### src/rtl/ecc_job_sequencer.sv
`default_nettype none
// ============================================================================
//  Module   : ecc_job_sequencer
//  Purpose  : Queues ECC jobs (encode / decode / full round trip with
//             injected noise), drives one external encoder and one external
//             decoder through each job in order, guards every engine wait
//             with a watchdog, and returns one result per job over a
//             valid/ready handshake. Keeps saturating job and
//             uncorrectable-error counters.
//  Revision : 1.0  initial release
// ----------------------------------------------------------------------------
//  Ports
//    clk, reset                 rising-edge clock, async active-high reset
//    cmd_valid / cmd_ready      command handshake (ready = FIFO has room)
//    cmd_mode                   00 encode, 01 decode, 10 full, 11 illegal
//    cmd_data/width/noise       payload, codeword width, full-mode noise
//    eng_data, eng_width        operands presented to the active engine
//    enc_en / dec_en            engine enables (never both high)
//    enc_done / dec_done        engine completion pulses
//    enc_result / dec_result    engine outputs, dec_num_err decoder status
//    res_valid / res_ready      result handshake
//    res_data, res_num_errors   job result
//    res_status                 00 ok, 01 timeout, 10 illegal
//    stat_jobs, stat_uncorr     saturating accepted-result counters
//    busy                       FSM active or jobs still queued
// ============================================================================
module ecc_job_sequencer #(
    parameter int AMBA_WORD   = 32,
    parameter int DATA_WIDTH  = 32,
    parameter int QUEUE_DEPTH = 4,
    parameter int TIMEOUT     = 64
) (
    input  logic                  clk,
    input  logic                  reset,
    input  logic                  cmd_valid,
    output logic                  cmd_ready,
    input  logic [1:0]            cmd_mode,
    input  logic [DATA_WIDTH-1:0] cmd_data,
    input  logic [AMBA_WORD-1:0]  cmd_width,
    input  logic [DATA_WIDTH-1:0] cmd_noise,
    output logic [DATA_WIDTH-1:0] eng_data,
    output logic [AMBA_WORD-1:0]  eng_width,
    output logic                  enc_en,
    output logic                  dec_en,
    input  logic                  enc_done,
    input  logic                  dec_done,
    input  logic [DATA_WIDTH-1:0] enc_result,
    input  logic [DATA_WIDTH-1:0] dec_result,
    input  logic [1:0]            dec_num_err,
    output logic                  res_valid,
    input  logic                  res_ready,
    output logic [DATA_WIDTH-1:0] res_data,
    output logic [1:0]            res_num_errors,
    output logic [1:0]            res_status,
    output logic [15:0]           stat_jobs,
    output logic [15:0]           stat_uncorr,
    output logic                  busy
);

    localparam int c_PTR_W = $clog2(QUEUE_DEPTH);
    localparam int c_WD_W  = $clog2(TIMEOUT);
    localparam logic [c_PTR_W:0]  c_DEPTH   = (c_PTR_W+1)'(QUEUE_DEPTH);
    localparam logic [c_WD_W-1:0] c_WD_LAST = c_WD_W'(TIMEOUT - 1);

    localparam logic [2:0] c_ST_IDLE     = 3'd0;
    localparam logic [2:0] c_ST_ENC      = 3'd1;
    localparam logic [2:0] c_ST_DEC      = 3'd2;
    localparam logic [2:0] c_ST_FULL_ENC = 3'd3;
    localparam logic [2:0] c_ST_FULL_DEC = 3'd4;
    localparam logic [2:0] c_ST_RESP     = 3'd5;

    localparam logic [1:0] c_STS_OK      = 2'b00;
    localparam logic [1:0] c_STS_TIMEOUT = 2'b01;
    localparam logic [1:0] c_STS_ILLEGAL = 2'b10;

    // ------------------------------------------------------------------
    // Command FIFO
    // ------------------------------------------------------------------
    logic [1:0]            r_fifo_mode  [QUEUE_DEPTH];
    logic [DATA_WIDTH-1:0] r_fifo_data  [QUEUE_DEPTH];
    logic [AMBA_WORD-1:0]  r_fifo_width [QUEUE_DEPTH];
    logic [DATA_WIDTH-1:0] r_fifo_noise [QUEUE_DEPTH];
    logic [c_PTR_W-1:0]    r_wr_ptr;
    logic [c_PTR_W-1:0]    r_rd_ptr;
    logic [c_PTR_W:0]      r_count;

    logic                  w_push;
    logic                  w_pop;

    // A full FIFO still takes a command when the head leaves in the same cycle.
    assign cmd_ready = (r_count != c_DEPTH) || w_pop;
    assign w_push    = cmd_valid && cmd_ready;

    always_ff @(posedge clk) begin
        if (w_push) begin
            r_fifo_mode[r_wr_ptr]  <= cmd_mode;
            r_fifo_data[r_wr_ptr]  <= cmd_data;
            r_fifo_width[r_wr_ptr] <= cmd_width;
            r_fifo_noise[r_wr_ptr] <= cmd_noise;
        end
    end

    always_ff @(posedge clk or posedge reset) begin
        if (reset) begin
            r_wr_ptr <= '0;
            r_rd_ptr <= '0;
            r_count  <= '0;
        end else begin
            if (w_push) r_wr_ptr <= r_wr_ptr + 1'b1;
            if (w_pop)  r_rd_ptr <= r_rd_ptr + 1'b1;
            case ({w_push, w_pop})
                2'b10:   r_count <= r_count + 1'b1;
                2'b01:   r_count <= r_count - 1'b1;
                default: r_count <= r_count;
            endcase
        end
    end

    // ------------------------------------------------------------------
    // Job sequencing FSM
    // ------------------------------------------------------------------
    logic [2:0]            r_state;
    logic [2:0]            w_next_state;
    logic [DATA_WIDTH-1:0] r_job_data;
    logic [AMBA_WORD-1:0]  r_job_width;
    logic [DATA_WIDTH-1:0] r_job_noise;
    logic [DATA_WIDTH-1:0] r_mid;       // noisy codeword between full-mode phases
    logic [c_WD_W-1:0]     r_wdog;
    logic [DATA_WIDTH-1:0] r_res_data;
    logic [1:0]            r_res_nerr;
    logic [1:0]            r_res_status;
    logic [15:0]           r_stat_jobs;
    logic [15:0]           r_stat_uncorr;

    logic                  w_wd_expired;
    logic                  w_load_res;
    logic                  w_load_mid;
    logic [DATA_WIDTH-1:0] w_res_data;
    logic [1:0]            w_res_nerr;
    logic [1:0]            w_res_status;
    logic                  w_accept;

    assign w_wd_expired = (r_wdog == c_WD_LAST);
    assign w_accept     = (r_state == c_ST_RESP) && res_ready;

    always_ff @(posedge clk or posedge reset) begin
        if (reset) r_state <= c_ST_IDLE;
        else       r_state <= w_next_state;
    end

    // Done pulses are only looked at in the state waiting for them, and
    // they take priority over an expiring watchdog.
    always_comb begin
        w_next_state = r_state;
        w_pop        = 1'b0;
        w_load_res   = 1'b0;
        w_load_mid   = 1'b0;
        w_res_data   = '0;
        w_res_nerr   = 2'b00;
        w_res_status = c_STS_OK;
        enc_en       = 1'b0;
        dec_en       = 1'b0;
        eng_data     = '0;
        eng_width    = '0;
        res_valid    = 1'b0;
        case (r_state)
            c_ST_IDLE: begin
                if (r_count != '0) begin
                    w_pop = 1'b1;
                    case (r_fifo_mode[r_rd_ptr])
                        2'b00:   w_next_state = c_ST_ENC;
                        2'b01:   w_next_state = c_ST_DEC;
                        2'b10:   w_next_state = c_ST_FULL_ENC;
                        default: begin
                            w_next_state = c_ST_RESP;
                            w_load_res   = 1'b1;
                            w_res_status = c_STS_ILLEGAL;
                        end
                    endcase
                end
            end
            c_ST_ENC, c_ST_FULL_ENC: begin
                enc_en    = 1'b1;
                eng_data  = r_job_data;
                eng_width = r_job_width;
                if (enc_done) begin
                    if (r_state == c_ST_ENC) begin
                        w_next_state = c_ST_RESP;
                        w_load_res   = 1'b1;
                        w_res_data   = enc_result;
                    end else begin
                        w_next_state = c_ST_FULL_DEC;
                        w_load_mid   = 1'b1;
                    end
                end else if (w_wd_expired) begin
                    w_next_state = c_ST_RESP;
                    w_load_res   = 1'b1;
                    w_res_status = c_STS_TIMEOUT;
                end
            end
            c_ST_DEC, c_ST_FULL_DEC: begin
                dec_en    = 1'b1;
                eng_data  = (r_state == c_ST_DEC) ? r_job_data : r_mid;
                eng_width = r_job_width;
                if (dec_done) begin
                    w_next_state = c_ST_RESP;
                    w_load_res   = 1'b1;
                    w_res_data   = dec_result;
                    w_res_nerr   = dec_num_err;
                end else if (w_wd_expired) begin
                    w_next_state = c_ST_RESP;
                    w_load_res   = 1'b1;
                    w_res_status = c_STS_TIMEOUT;
                end
            end
            c_ST_RESP: begin
                res_valid = 1'b1;
                if (res_ready) w_next_state = c_ST_IDLE;
            end
            default: w_next_state = c_ST_IDLE;
        endcase
    end

    // ------------------------------------------------------------------
    // Job registers, watchdog, result and statistics
    // ------------------------------------------------------------------
    always_ff @(posedge clk or posedge reset) begin
        if (reset) begin
            r_job_data    <= '0;
            r_job_width   <= '0;
            r_job_noise   <= '0;
            r_mid         <= '0;
            r_wdog        <= '0;
            r_res_data    <= '0;
            r_res_nerr    <= 2'b00;
            r_res_status  <= c_STS_OK;
            r_stat_jobs   <= '0;
            r_stat_uncorr <= '0;
        end else begin
            if (w_pop) begin
                r_job_data  <= r_fifo_data[r_rd_ptr];
                r_job_width <= r_fifo_width[r_rd_ptr];
                r_job_noise <= r_fifo_noise[r_rd_ptr];
            end
            if (w_load_mid) r_mid <= enc_result ^ r_job_noise;
            if (w_load_res) begin
                r_res_data   <= w_res_data;
                r_res_nerr   <= w_res_nerr;
                r_res_status <= w_res_status;
            end
            // Restart on every state change so each engine phase gets a full budget.
            if (w_next_state != r_state)
                r_wdog <= '0;
            else if (r_state == c_ST_ENC || r_state == c_ST_DEC ||
                     r_state == c_ST_FULL_ENC || r_state == c_ST_FULL_DEC)
                r_wdog <= r_wdog + 1'b1;
            if (w_accept) begin
                if (r_stat_jobs != 16'hFFFF) r_stat_jobs <= r_stat_jobs + 16'd1;
                if (r_res_nerr == 2'd2 && r_stat_uncorr != 16'hFFFF)
                    r_stat_uncorr <= r_stat_uncorr + 16'd1;
            end
        end
    end

    assign res_data       = r_res_data;
    assign res_num_errors = r_res_nerr;
    assign res_status     = r_res_status;
    assign stat_jobs      = r_stat_jobs;
    assign stat_uncorr    = r_stat_uncorr;
    assign busy           = (r_state != c_ST_IDLE) || (r_count != '0);

endmodule
`default_nettype wire
### config.mk
export PLATFORM = sky130hd
export DESIGN_NAME = ecc_job_sequencer
export DESIGN_NICKNAME = d
export VERILOG_FILES = /design/src/rtl/ecc_job_sequencer.sv
export SDC_FILE = /design/constraint.sdc
export NUM_CORES = 1
export LEC_CHECK = 0
export CORE_ASPECT_RATIO = 0.8
export CORE_MARGIN = 2
export CORE_UTILIZATION = 50
export CTS_CLUSTER_DIAMETER = 50
export DETAILED_ROUTE_END_ITERATION = 8
export MAX_ROUTING_LAYER = met4
export PLACE_DENSITY = 0.73
export SLEW_MARGIN = 10
export SYNTH_ARGS = -nofsm -noshare
export SYNTH_HDL_FRONTEND = slang
export SYNTH_SLANG_ARGS = --single-unit
### constraint.sdc
create_clock -name clk -period 8.2 [get_ports clk]
set_input_delay 1.64 -clock clk [delete_from_list [all_inputs] [get_ports clk]]
set_output_delay 1.64 -clock clk [all_outputs]
set_load 0.03 [all_outputs]
==> reports/metrics.yaml, run 1 <==
placed_design:
  dpl.hpwl_um: 34400
  portBuffers: 306
  place_congestion: 0.836
clocking:
  clock-sinks: 604
  cts_root_buffer: "clkbuf_16"
  postCtsSetupBuffers: 0
  cts_resized: 0
  cts.clk_slew.worst_paths_ns: 0.06
  hold_buffers: 0
  clock_latency_ns: 0.60
  clock_path_buffers: 3
  cts_tree: "yes"
  cts_made_buffers: 59
  htree_levels: 2
timing:
  clock.fmax_mhz: 186
  clock_skew_ns: 0.0117
  fin_crit_sh_pct: 65.6
  finalHoldViolations: 0
  grt_setup_unrepaired: "no"
  worst_pin_slew_ns: 1.22
  slew_headroom_pct: 18.6
  drv_slew: 0
  fin_tns_setup_ns: 0
  finalSetupViolations: 0
  finalCriticalPeriod_ns: 5.38
floorplan:
  ioPinCount: 307
  core_mm2: 0.0468
  die_w_um: 247
  start_util_pct: 50.4
  fp.dieArea_mm2: 0.0489
  rows: 71
  die_h_um: 198
worst_setup_path:
  slowest_stage: "nor3_2"
  critPathArrivalTime_ns: 3.74
  startpoint_type: "register"
  path_class: "register to output port"
  crit_path_end_kind: "output port"
  critPathRequiredTime_ns: 6.56
  crit_fanout: 21
  worstPathCellList: "inv_1 -> nor3_2 -> buf_4 -> a22o_1 -> clkdlybuf4s50_1"
  cp_slowest_stage_delay_ns: 0.87
finish:
  area_growth_pct: 24.1
  fin_nets: 1784
  layout_common_cells: "edfxtp_1 (392), clkdlybuf4s50_1 (306), dfrtp_1 (210)"
  final_core_util_pct: 62.5
  final_common_cell: "edfxtp_1"
  fill_cells: 3377
  layout-drive-gt1-share_pct: 19.3
power:
  powerDensity_mw_per_mm2: 391
  leakagePower_nw: 10.6
  max-vdd-ir-drop_mv: 0.285
routing:
  drt-initial-drc-count: 1024
  wl_um: 54600
  drt_pass1_iterations: 5
  via_count: 12700
  ant_nets: 0
  wl_per_cell_um: 24.0
  drc: 0
  vias_per_cell: 5.58
global_route:
  antenna_found_initial: 8
  grt_pass1_wl_um: 81500
  grt_use_total_pct: 23.3
  grt_max_degree: 103
  grt-ovfl-total: 0
  first_global_vias: 13200
synthesis:
  syn_inst: 1284
  yosysWarnings: 0
  synth.avg_cell_area_um2: 18.4
  ys_ff_latch: 604
  synth_nets: 1465
  syn_area_mm2: 0.0236
  synth_edf_count: 392
  synth_flop_cell: "edfxtp_1"
  async_flop_share_pct: 35.1
  seq_area_frac_synth_pct: 72.4
  synthDistinctLibCells: 51
run:
  maxCapViolCount: 0
hold_path:
  hp-class: "register to register"
outcome:
  outcome: "finished clean"
Yosys cell counts (all sizes together) (2+ instances only):
cell      n  area [µm²]
edfxtp  392       11800
dfrtp   212        5310
mux2     98        1100
mux4     98        2210
and2     65         407
xnor2    56         498
nand2    52         195
o21ai    40         200
a22o     35         307
clkbuf   33         124
a221o    32         320
buf      30         160
xor2     19         166
nand3    17        85.1
nor2     15        58.8
nor3     15        80.1
and3     13        81.3
nand4    13        81.3
inv      11        41.3
ha       10         125
nor3b     4        35.0
and4      2        17.5
mux2i     2        20.0
nor4      2        27.5
or2       2        15.0
worst paths after layout:
kind | cells after the start | slack [ns] | to | from
max in group asynchronous | 3 | 5.11 | r_rd_ptr[0] | reset
min in group asynchronous | 2 | 1.56 | res_data[7] | reset
hold reg to reg | 2 | 0.49 | r_mid[1] | r_mid[1]
setup / recovery | 5 | 2.82 | eng_data[20] | r_state[2]
setup reg to reg | 4 | 4.79 | r_job_noise[13] | r_rd_ptr[0]
hold / removal | 2 | 0.49 | r_mid[1] | r_mid[1]
kinds of logic after synthesis:
logic type	synth area share [%]
simple gates	4.83
flops	72.4
fa+ha+maj	0.615
compound gates	3.85
mux	14.1
xor+xnor	2.82
buf+inv	1.38
state kept, by name (all words and copies together), names as in the netlist:
| name | count |
|---|---|
| r_count | 3 |
| r_fifo_data | 128 |
| r_fifo_mode | 8 |
| r_fifo_noise | 128 |
| r_fifo_width | 128 |
| r_job_data | 32 |
| r_job_noise | 32 |
| r_job_width | 32 |
| r_mid | 32 |
| r_rd_ptr | 2 |
| r_state | 3 |
| r_wdog | 6 |
| r_wr_ptr | 2 |
| res_data | 32 |
| res_num_errors | 2 |
| res_status | 2 |
| stat_jobs | 16 |
| stat_uncorr | 16 |
layer usage:
metal	vias up	wire [µm]	track usage, %
li1	5644	-	-
met1	6699	23300	31.5
met2	301	27200	37.1
met3	66	3060	4.23
met4	0	1000	6.02
met5	-	0	-
worst max-delay path: cells and delay by family (launching register included):
kind / cells / cell delay (ns)
compound gates: 1 / 0.23
simple gates: 1 / 0.87
flops: 1 / 0.65
buf+inv: 3 / 1.36
per-stage QoR:
step / worst slack (ns) / area [µm²] / power [mW] / std cells / hold slack [ns]
2_1_floorplan: 0.766 / 23600 / 7.33 / 1284 / 0.450
3_3_place_gp: 3.61 / 27300 / 8.77 / 2162 / 0.464
3_5_place_dp: 3.48 / 27300 / 8.88 / 2162 / 0.478
4_1_cts: 2.82 / 29300 / 11.6 / 2271 / 0.492
5_1_grt: 2.69 / 29300 / 12.0 / 2277 / 0.507
6_report: 2.82 / 29300 / 11.4 / 2277 / 0.489
where the power goes:
| part | internal, mW | switching, mW |
|---|---|---|
| Clock | 1.53 | 1.13 |
| Sequential | 4.16 | 0.534 |
| Combinational | 1.91 | 2.17 |
| Total | 7.60 | 3.84 |
cell type report:
class | instances | area, µm² | share of cell area [%]
Inverter | 11 | 51.3 | 0.175
Antenna cell | 6 | 15.0 | 0.0513
Sequential cell | 604 | 17100 | 58.4
Clock buffer | 78 | 1650 | 5.63
Clock inverter | 31 | 264 | 0.902
Multi-Input combinational cell | 606 | 6250 | 21.4
Timing Repair Buffer | 321 | 3180 | 10.9
Tap cell | 620 | 776 | 2.65
Power figures use the tool's default switching activity.
==> inputs of run 2 (changes only) <==
Clock period 8.2 ns to 5.6 ns, I/O delays scaled along.
==> run 2 against run 1 <==
Against the previous run: combinational power is 45% higher; register-to-register slack worse by 2.6 ns; sequential share of layout area increased by 0.095 points; via count up 0.16%; setup slack got worse by 1.7 ns; worst hold slack better by 0.0081 ns; global-route usage shrank 0.23 points; routed wire length decreased by 0.64%; core utilization down 0.10 points; clock skew grew 0.0078 ns; die area unchanged; largest cell class unchanged; highest routed layer unchanged.
==> reports/metrics.yaml, run 2 (synthesis gave the netlist of run 1 again) <==
worst_setup_path:
  r2r-start: "r_rd_ptr[1]"
  critPathArrivalTime_ns: 3.40  # -0.34 ns
  endpoint: "eng_data[5]"
  worst_r2r_endpoint: "res_data[0]"
  startpoint: "r_state[1]"
  crit_path_end_kind: "output port"
  startpoint_type: "register"
  critPathRequiredTime_ns: 4.48  # -2.08 ns
  crit_fanout: 32  # +52%
  r2r_slack_ns: 2.17  # -2.62 ns
  reg2reg_depth: 5  # +1
  path_class: "register to output port"
placed_design:
  place_ws_ns: 1.76  # -1.72 ns
  place_congestion: 0.824  # -1.4%
  dp_cells: 2163  # +0.046%
  postPlaceCellArea_mm2: 0.0274  # +0.24%
  portBuffers: 306  # unchanged
  dpl.hpwl_um: 34500  # +0.21%
routing:
  via_count: 12700  # +0.16%
  vias_per_cell: 5.57  # -0.19%
  drt-initial-drc-count: 928  # -9.4%
  wl_um: 54300  # -0.64%
  wl_per_cell_um: 23.7  # -0.99%
  ant_nets: 0  # unchanged
  drc: 0  # unchanged
  drt_pass1_iterations: 5  # unchanged
finish:
  stdcell_count: 2285  # +0.35%
  layout-drive-gt1-share_pct: 18.9  # -0.45 points
  area_growth_pct: 23.9
  reg.largest.list: "r_fifo_data: 128 flops, r_fifo_noise: 128 flops, r_fifo_width: 128 flops"
  fin_nets: 1784  # unchanged
  final_core_util_pct: 62.4  # -0.10 points
  layout_common_cells: "edfxtp_1 (392), clkdlybuf4s50_1 (306), dfrtp_1 (210)"
  finalInstanceArea_mm2: 0.0292  # -0.16%
  final_common_cell: "edfxtp_1"
power:
  power_mw: 16.5  # +45%
  powerDensity_mw_per_mm2: 566  # +45%
  max-vdd-ir-drop_mv: 0.340  # +19%
  leakagePower_nw: 10.6  # -0.48%
floorplan:
  fp.dieArea_mm2: 0.0489  # unchanged
  die_h_um: 198  # unchanged
  ioPinCount: 307  # unchanged
  core_mm2: 0.0468  # unchanged
  start_util_pct: 50.4  # unchanged
  die_w_um: 247  # unchanged
  rows: 71  # unchanged
timing:
  fin_tns_setup_ns: 0  # unchanged
  grt_setup_unrepaired: "no"
  clock_skew_ns: 0.0194  # +0.00778 ns
  fin_ws_ns: 1.08  # -1.74 ns
  fin_crit_sh_pct: 80.7
  drv_slew: 0  # unchanged
  finalCriticalPeriod_ns: 4.52
  finalSetupViolations: 0  # unchanged
  slew_headroom_pct: 20.4  # +1.8 points
  clock.fmax_mhz: 221
  worst_pin_slew_ns: 1.19  # -0.0270 ns
  finalHoldViolations: 0  # unchanged
  hold_slack_ns: 0.497  # +0.00807 ns
clocking:
  htree_levels: 2  # unchanged
  postCtsSetupBuffers: 0  # unchanged
  cts_root_buffer: "clkbuf_16"
  cts_tree: "yes"
  cts_resized: 0  # unchanged
  cts_made_buffers: 58  # -1.7%
  hold_buffers: 0  # unchanged
  cts.clk_slew.worst_paths_ns: 0.06  # about the same
  clock_path_buffers: 3  # unchanged
  clock-sinks: 604  # unchanged
  clock_latency_ns: 0.60  # about the same
outcome:
  outcome: "finished clean"
global_route:
  antenna_found_initial: 14  # +6
  first_global_vias: 13000  # -1.3%
  grt_max_degree: 155  # +50%
  grt-ovfl-total: 0  # unchanged
  grt_use_total_pct: 23.1  # -0.23 points
  grt_pass1_wl_um: 80700  # -0.99%
run:
  maxCapViolCount: 0  # unchanged
hold_path:
  hp-class: "register to register"
  worstHoldStart: "r_job_width[11]"
## run 2: final cells by class
cell class                      instances  area [µm²]
Clock buffer                           84        1630
Clock inverter                         26         151
Timing Repair Buffer                  322        3250
Fill cell                            3330       17600
Multi-Input combinational cell        606        6250
Inverter                               11        47.5
Antenna cell                           12        30.0
Tap cell                              620         776
Sequential cell                       604       17100
## run 2: worst min-delay path by stage
| stage | endpoint | slack, ns | cells past startpoint |
|---|---|---|---|
| 5_1_grt | r_job_width[3] | 0.51 | 1 |
| 3_5_place_dp | r_job_width[31] | 0.49 | 1 |
| 4_1_cts | r_job_width[13] | 0.50 | 1 |
| 2_1_floorplan | r_mid[0] | 0.45 | 2 |
| 3_3_place_gp | r_count[2] | 0.48 | 1 |
| 6_report | r_job_width[11] | 0.50 | 1 |
## run 2: power breakdown
| part | total (mW) | internal [mW] | switching [mW] |
|---|---|---|---|
| clock | 3.68 | 2.07 | 1.61 |
| sequential | 6.94 | 6.08 | 0.857 |
| combinational | 5.92 | 2.82 | 3.10 |
| total | 16.5 | 11.0 | 5.57 |
## run 2: layer usage
metal / wire [µm] / vias to the layer above / global-route usage [%] / share of wire [%]
met3: 3590 / 90 / 5.64 / 6.6
met5: 0 / - / - / 0
met4: 1660 / 0 / 8.05 / 3.1
met1: 23000 / 6645 / 31.0 / 42
li1: - / 5647 / - / -
met2: 26000 / 348 / 34.9 / 48
## run 2: critical path, stage by stage (launching register included)
cell             delay, ns
dfrtp_1               0.67
nor2_1                0.22
nor2_4                0.94
a22o_1                0.27
clkdlybuf4s50_1       0.67
==> inputs of run 3 (changes only) <==
Clock period 5.6 ns to 4.3 ns, I/O delays scaled along.
==> run 3 against run 2 <==
Against the previous run: clock skew rose by 0.0020 ns; non-clock buffer count is 8 higher; combinational power increased by 34%; clock-buffer cell count fell by 1; power increased by 33%; routed wire length increased by 1.2%; sequential cell count did not move; final cell count is 0.26% higher; setup slack got worse by 0.73 ns; sequential share of layout area shrank 0.45 points; first-iteration DRC count down 4.3%; largest cell class unchanged.
==> reports/metrics.yaml, run 3 (synthesis gave the netlist of run 1 again) <==
clocking:
  cts_root_buffer: "clkbuf_16"
  clock_path_buffers: 3  # unchanged
  postCtsSetupBuffers: 0  # unchanged
  cts_resized: 0  # unchanged
  hold_buffers: 0  # unchanged
  clock-sinks: 604  # unchanged
  cts_made_buffers: 58  # unchanged
  cts_tree: "yes"
  cts.clk_slew.worst_paths_ns: 0.06  # about the same
  clock_latency_ns: 0.61  # about the same
  htree_levels: 2  # unchanged
worst_setup_path:
  path_class: "register to output port"
  crit_path_end_kind: "output port"
  critPathArrivalTime_ns: 3.09  # -0.31 ns
  critPathRequiredTime_ns: 3.44  # -1.04 ns
  startpoint_type: "register"
  crit_fanout: 38  # +19%
global_route:
  grt_pass1_wl_um: 81700  # +1.3%
  first_global_vias: 13000  # +0.15%
  grt_use_total_pct: 23.5  # +0.37 points
  antenna_found_initial: 11  # -3
  grt_max_degree: 99  # -36%
  grt-ovfl-total: 0  # unchanged
power:
  powerDensity_mw_per_mm2: 745  # +32%
  max-vdd-ir-drop_mv: 0.456  # +34%
  leakagePower_nw: 10.7  # +0.97%
timing:
  clock_skew_ns: 0.0215  # +0.00204 ns
  grt_setup_unrepaired: "no"
  clock.fmax_mhz: 253
  worst_pin_slew_ns: 0.999  # -0.192 ns
  finalCriticalPeriod_ns: 3.95
  fin_crit_sh_pct: 91.8
  finalHoldViolations: 0  # unchanged
  hold_slack_ns: 0.487  # -0.0100 ns
  finalSetupViolations: 0  # unchanged
  slew_headroom_pct: 33.3  # +13 points
  drv_slew: 0  # unchanged
  fin_tns_setup_ns: 0  # unchanged
  fin_ws_ns: 0.351  # -0.731 ns
routing:
  wl_per_cell_um: 24.0  # +0.97%
  drc: 0  # unchanged
  vias_per_cell: 5.59  # +0.30%
  ant_nets: 0  # unchanged
  drt-initial-drc-count: 888  # -4.3%
  wl_um: 54900  # +1.2%
  via_count: 12800  # +0.57%
  drt_pass1_iterations: 5  # unchanged
finish:
  layout-drive-gt1-share_pct: 19.7  # +0.87 points
  finalInstanceArea_mm2: 0.0294  # +0.77%
  layout_common_cells: "edfxtp_1 (392), clkdlybuf4s50_1 (306), dfrtp_1 (210)"
  reg.largest.list: "r_fifo_data: 128 flops, r_fifo_noise: 128 flops, r_fifo_width: 128 flops"
  final_common_cell: "edfxtp_1"
  fin_nets: 1792  # +0.45%
  area_growth_pct: 24.8
floorplan:
  die_h_um: 198  # unchanged
  fp.dieArea_mm2: 0.0489  # unchanged
  rows: 71  # unchanged
  die_w_um: 247  # unchanged
  start_util_pct: 50.4  # unchanged
  ioPinCount: 307  # unchanged
  core_mm2: 0.0468  # unchanged
outcome:
  outcome: "finished clean"
placed_design:
  place_congestion: 0.835  # +1.3%
  place_ws_ns: 0.976  # -0.780 ns
  portBuffers: 306  # unchanged
  dpl.hpwl_um: 34500  # +0.19%
  postPlaceCellArea_mm2: 0.0275  # +0.36%
run:
  maxCapViolCount: 0  # unchanged
hold_path:
  hp-class: "register to register"
run 3: stage by stage:
step | std cells | utilization (%) | power (mW)
final | 2291 | 62.9 | 21.9
after global routing | 2290 | 62.9 | 23.0
after CTS | 2281 | 62.8 | 22.2
after detailed placement | 2171 | 58.7 | 17.0
after global placement | 2171 | 58.7 | 16.8
after floorplan | 1284 | - | 14.0
run 3: layout make-up:
| class | count | area [µm²] |
|---|---|---|
| Fill cell | 3296 | 17400 |
| Sequential cell | 604 | 17100 |
| Timing Repair Buffer | 330 | 3340 |
| Clock buffer | 83 | 1640 |
| Multi-Input combinational cell | 606 | 6250 |
| Tap cell | 620 | 776 |
| Antenna cell | 10 | 25.0 |
| Clock inverter | 27 | 283 |
| Inverter | 11 | 47.5 |
run 3: path summary, 6_finish.rpt:
kind	endpoint	slack [ns]	cells after the start	start
min reg2reg	r_mid[26]	0.49	2	r_mid[26]
max	eng_width[14]	0.35	5	r_state[0]
max in group asynchronous	r_rd_ptr[0]	2.53	3	reset
min in group asynchronous	r_job_width[8]	0.82	2	reset
max reg2reg	r_count[2]	1.40	9	r_state[0]
min	r_mid[26]	0.49	2	r_mid[26]
run 3: worst max-delay path: stages, from the launching register on:
cell	delay, ns
dfrtp_1	0.56
nor2_1	0.42
xnor2_2	0.15
buf_4	0.40
and2_1	0.21
clkdlybuf4s50_1	0.69
run 3: power by group:
group | internal, mW | total (mW) | switching (mW)
combinational | 3.71 | 7.96 | 4.24
clock | 2.95 | 5.10 | 2.15
sequential | 7.92 | 8.89 | 0.969
total | 14.6 | 21.9 | 7.36
run 3: metal layers:
layer	vias to the layer above	share of wire [%]	routed length, µm	global-route usage [%]
li1	5664	-	-	-
met1	6653	42	23200	32.1
met2	402	49	26700	35.8
met3	83	6.8	3710	5.15
met4	0	2.5	1360	7.05
met5	-	0	0	-
==> patch, RTL diff (settings of run 3) <==
Put one more register stage on the output `res_num_errors`, with the module's reset. The value now appears one clock later. The other outputs are not delayed to match.
--- a/src/rtl/ecc_job_sequencer.sv
+++ b/src/rtl/ecc_job_sequencer.sv
@@ -265,3 +265,9 @@
     assign res_data       = r_res_data;
-    assign res_num_errors = r_res_nerr;
+    always_ff @(posedge clk or posedge reset) begin
+        if (reset) begin
+            res_num_errors <= '0;
+        end else begin
+            res_num_errors <= r_res_nerr;
+        end
+    end
     assign res_status     = r_res_status;
Function: changed (Yosys sat finds a counterexample within 4 cycles, from zero or initial values and one cycle with reset high).
==> patch against run 3 <==
Sequential cell count is 2 higher; critical path type unchanged; critical endpoint is now eng_data[28]; synthesized cell count rose by 21%; area after synthesis is 0.82% higher; wire length is 4.5% higher; design area is 0.46% higher; worst setup slack improved by 22 ps; sequential share of layout area fell by 0.094 points; total power down 2.2%.
==> patch: results (changes against run 3) <==
Global route
  – First-pass GRT wire length: 86.3 mm (+5.6%)
  – Total Routing Usage GR: 24.4% (+0.92 points)
  – Grt met1 use: 32.5% (+0.42 points)
  – GR met3 Demand/Resource: 7.01% (+1.9 points)
  – Met2 Usage GRT: 37.7% (+1.9 points)
  – Largest net degree at the start of global routing: 76 (-23%)

Yosys
  – Post-Synth Adder-Cell Area: 0.610% (-0.0050 points)
  – Register area share after synthesis: 72.0% (-0.38 points)
  – List of most frequent post-synthesis cells: edfxtp_1, nand2_1, dfrtp_1, mux4_2, clkbuf_1
  – Ys async rst share: 35.3% (+0.21 points)
  – Mux cell area share after synthesis: 9.42% (-4.7 points)
  – Synth area leaders: edfxtp_1, dfrtp_1, mux4_2
  – Post-Synth XOR/XNOR Area: 2.73% (-0.091 points)
  – Mapped Nets: 1731 (+18%)
  – Yosys cell types: 57 (+12%)
  – Post-synthesis compound-gate area fraction: 3.67% (-0.18 points)
  – Flops & latches, synth: 606 (+0.33%)

Final layout
  – Clock buffer count: 79 (-4.8%)
  – Nets: 2045 (+14%)
  – Seq area share: 57.9% (-0.094 points)
  – Layout non-clock buf frac: 11.3% (about the same)
  – #MultiIn Comb: 817 (+35%)
  – Buffers excl. clock: 335 (+1.5%)
  – Number of non-clock inverters: 46 (+35)
  – Footprint of the multi-input gates: 6180 um^2 (-1.2%)
  – Ant diodes: 7 (-3)
  – ClkCell Share: 6.57% (+0.055 points)

STA
  – Clock Skew: 22.0 ps (+0.541 ps)
  – Worst relative slew slack: 33.2% (-0.057 points)

Power
  – IR drop worst, VDD: 465 uV (+2.2%)
  – NetSw: 0.00756 W (+2.6%)

Drt
  – Met3 WL: 5.12 mm (+38%)
  – Drt via density: 5.52 (-1.3%)
  – Met2 wire length: 27.2 mm (+2.1%)
  – DRT iter0 DRCs: 1178 (+33%)
  – Total Routed Length: 57.4 mm (+4.5%)
  – Metal-1 WL: 24.2 mm (+4.3%)
  – 1st-pass router iterations: 8 (+3)

Placement
  – HPWL Detailed: 36.5 mm (+5.7%)
  – Placer Congestion: 0.910 (+9.0%)

Critical path
  – Maximum fanout along the worst path: 26 (-32%)
  – R2R setup slack: 1010 ps (-390 ps)
  – Crit path DAT: 3070 ps (-20 ps)
  – R2R depth: 10 (+1)

Hold path
  – Worst Hold Path Cells: 0 (-2)

Outcome
  – Outcome: completed
-- patch: cell count changes in the layout (fill, tap and decap cells not counted), sizes merged, moves of 23 or more --
cell / before / now
inv: 13 / 47
and2: 65 / 5
nand2: 52 / 365
a22o: 35 / 9
and3: 13 / 37
nand3: 17 / 40
a221o: 32 / 0
mux2: 98 / 2
a222oi: 0 / 32
o21ai: 40 / 63
-- patch: power groups by stage --
| stage | Clock (W) | Combinational (W) | Sequential (W) |
|---|---|---|---|
| final | 0.00518 | 0.00748 | 0.00881 |
| after global routing | 0.00553 | 0.00815 | 0.00896 |
| after CTS | 0.00528 | 0.00762 | 0.00881 |
| after detailed placement | 0 | 0.00757 | 0.00891 |
| after global placement | 0 | 0.00745 | 0.00886 |
| after floorplan | 0 | 0.00472 | 0.00885 |
-- patch: cell families (layout without fill, tap and decap cells) --
family,count (synthesis),after routing
AOI/OAI and AO/OA,120,120
xor gates and xnor gates,74,74
adders and majority gates,11,11
buffers and inverters,127,491
DFF,606,606
muxes,101,101
other,0,7
and+or+nand+nor,511,511
-- patch: stage by stage --
stage | cell area, um^2 | setup WS (ps) | std cells | hold WS, ps
floorplan | 23800 | 220 | 1550 | 367
global placement | 27600 | 1050 | 2424 | 385
detailed placement | 27600 | 1020 | 2424 | 381
CTS | 29600 | 332 | 2534 | 401
global route | 29600 | 219 | 2541 | 427
finish | 29600 | 374 | 2541 | 403
-- patch: worst paths after layout --
check / start / endpoint
worst max-delay path: r_state[1] / eng_data[28]
worst min-delay path: r_res_nerr[1] / res_num_errors[1]
worst max register to register: r_state[1] / r_count[2]
worst min register to register: r_res_nerr[1] / res_num_errors[1]
max in group asynchronous: reset / r_job_width[22]
min in group asynchronous: reset / r_wdog[2]
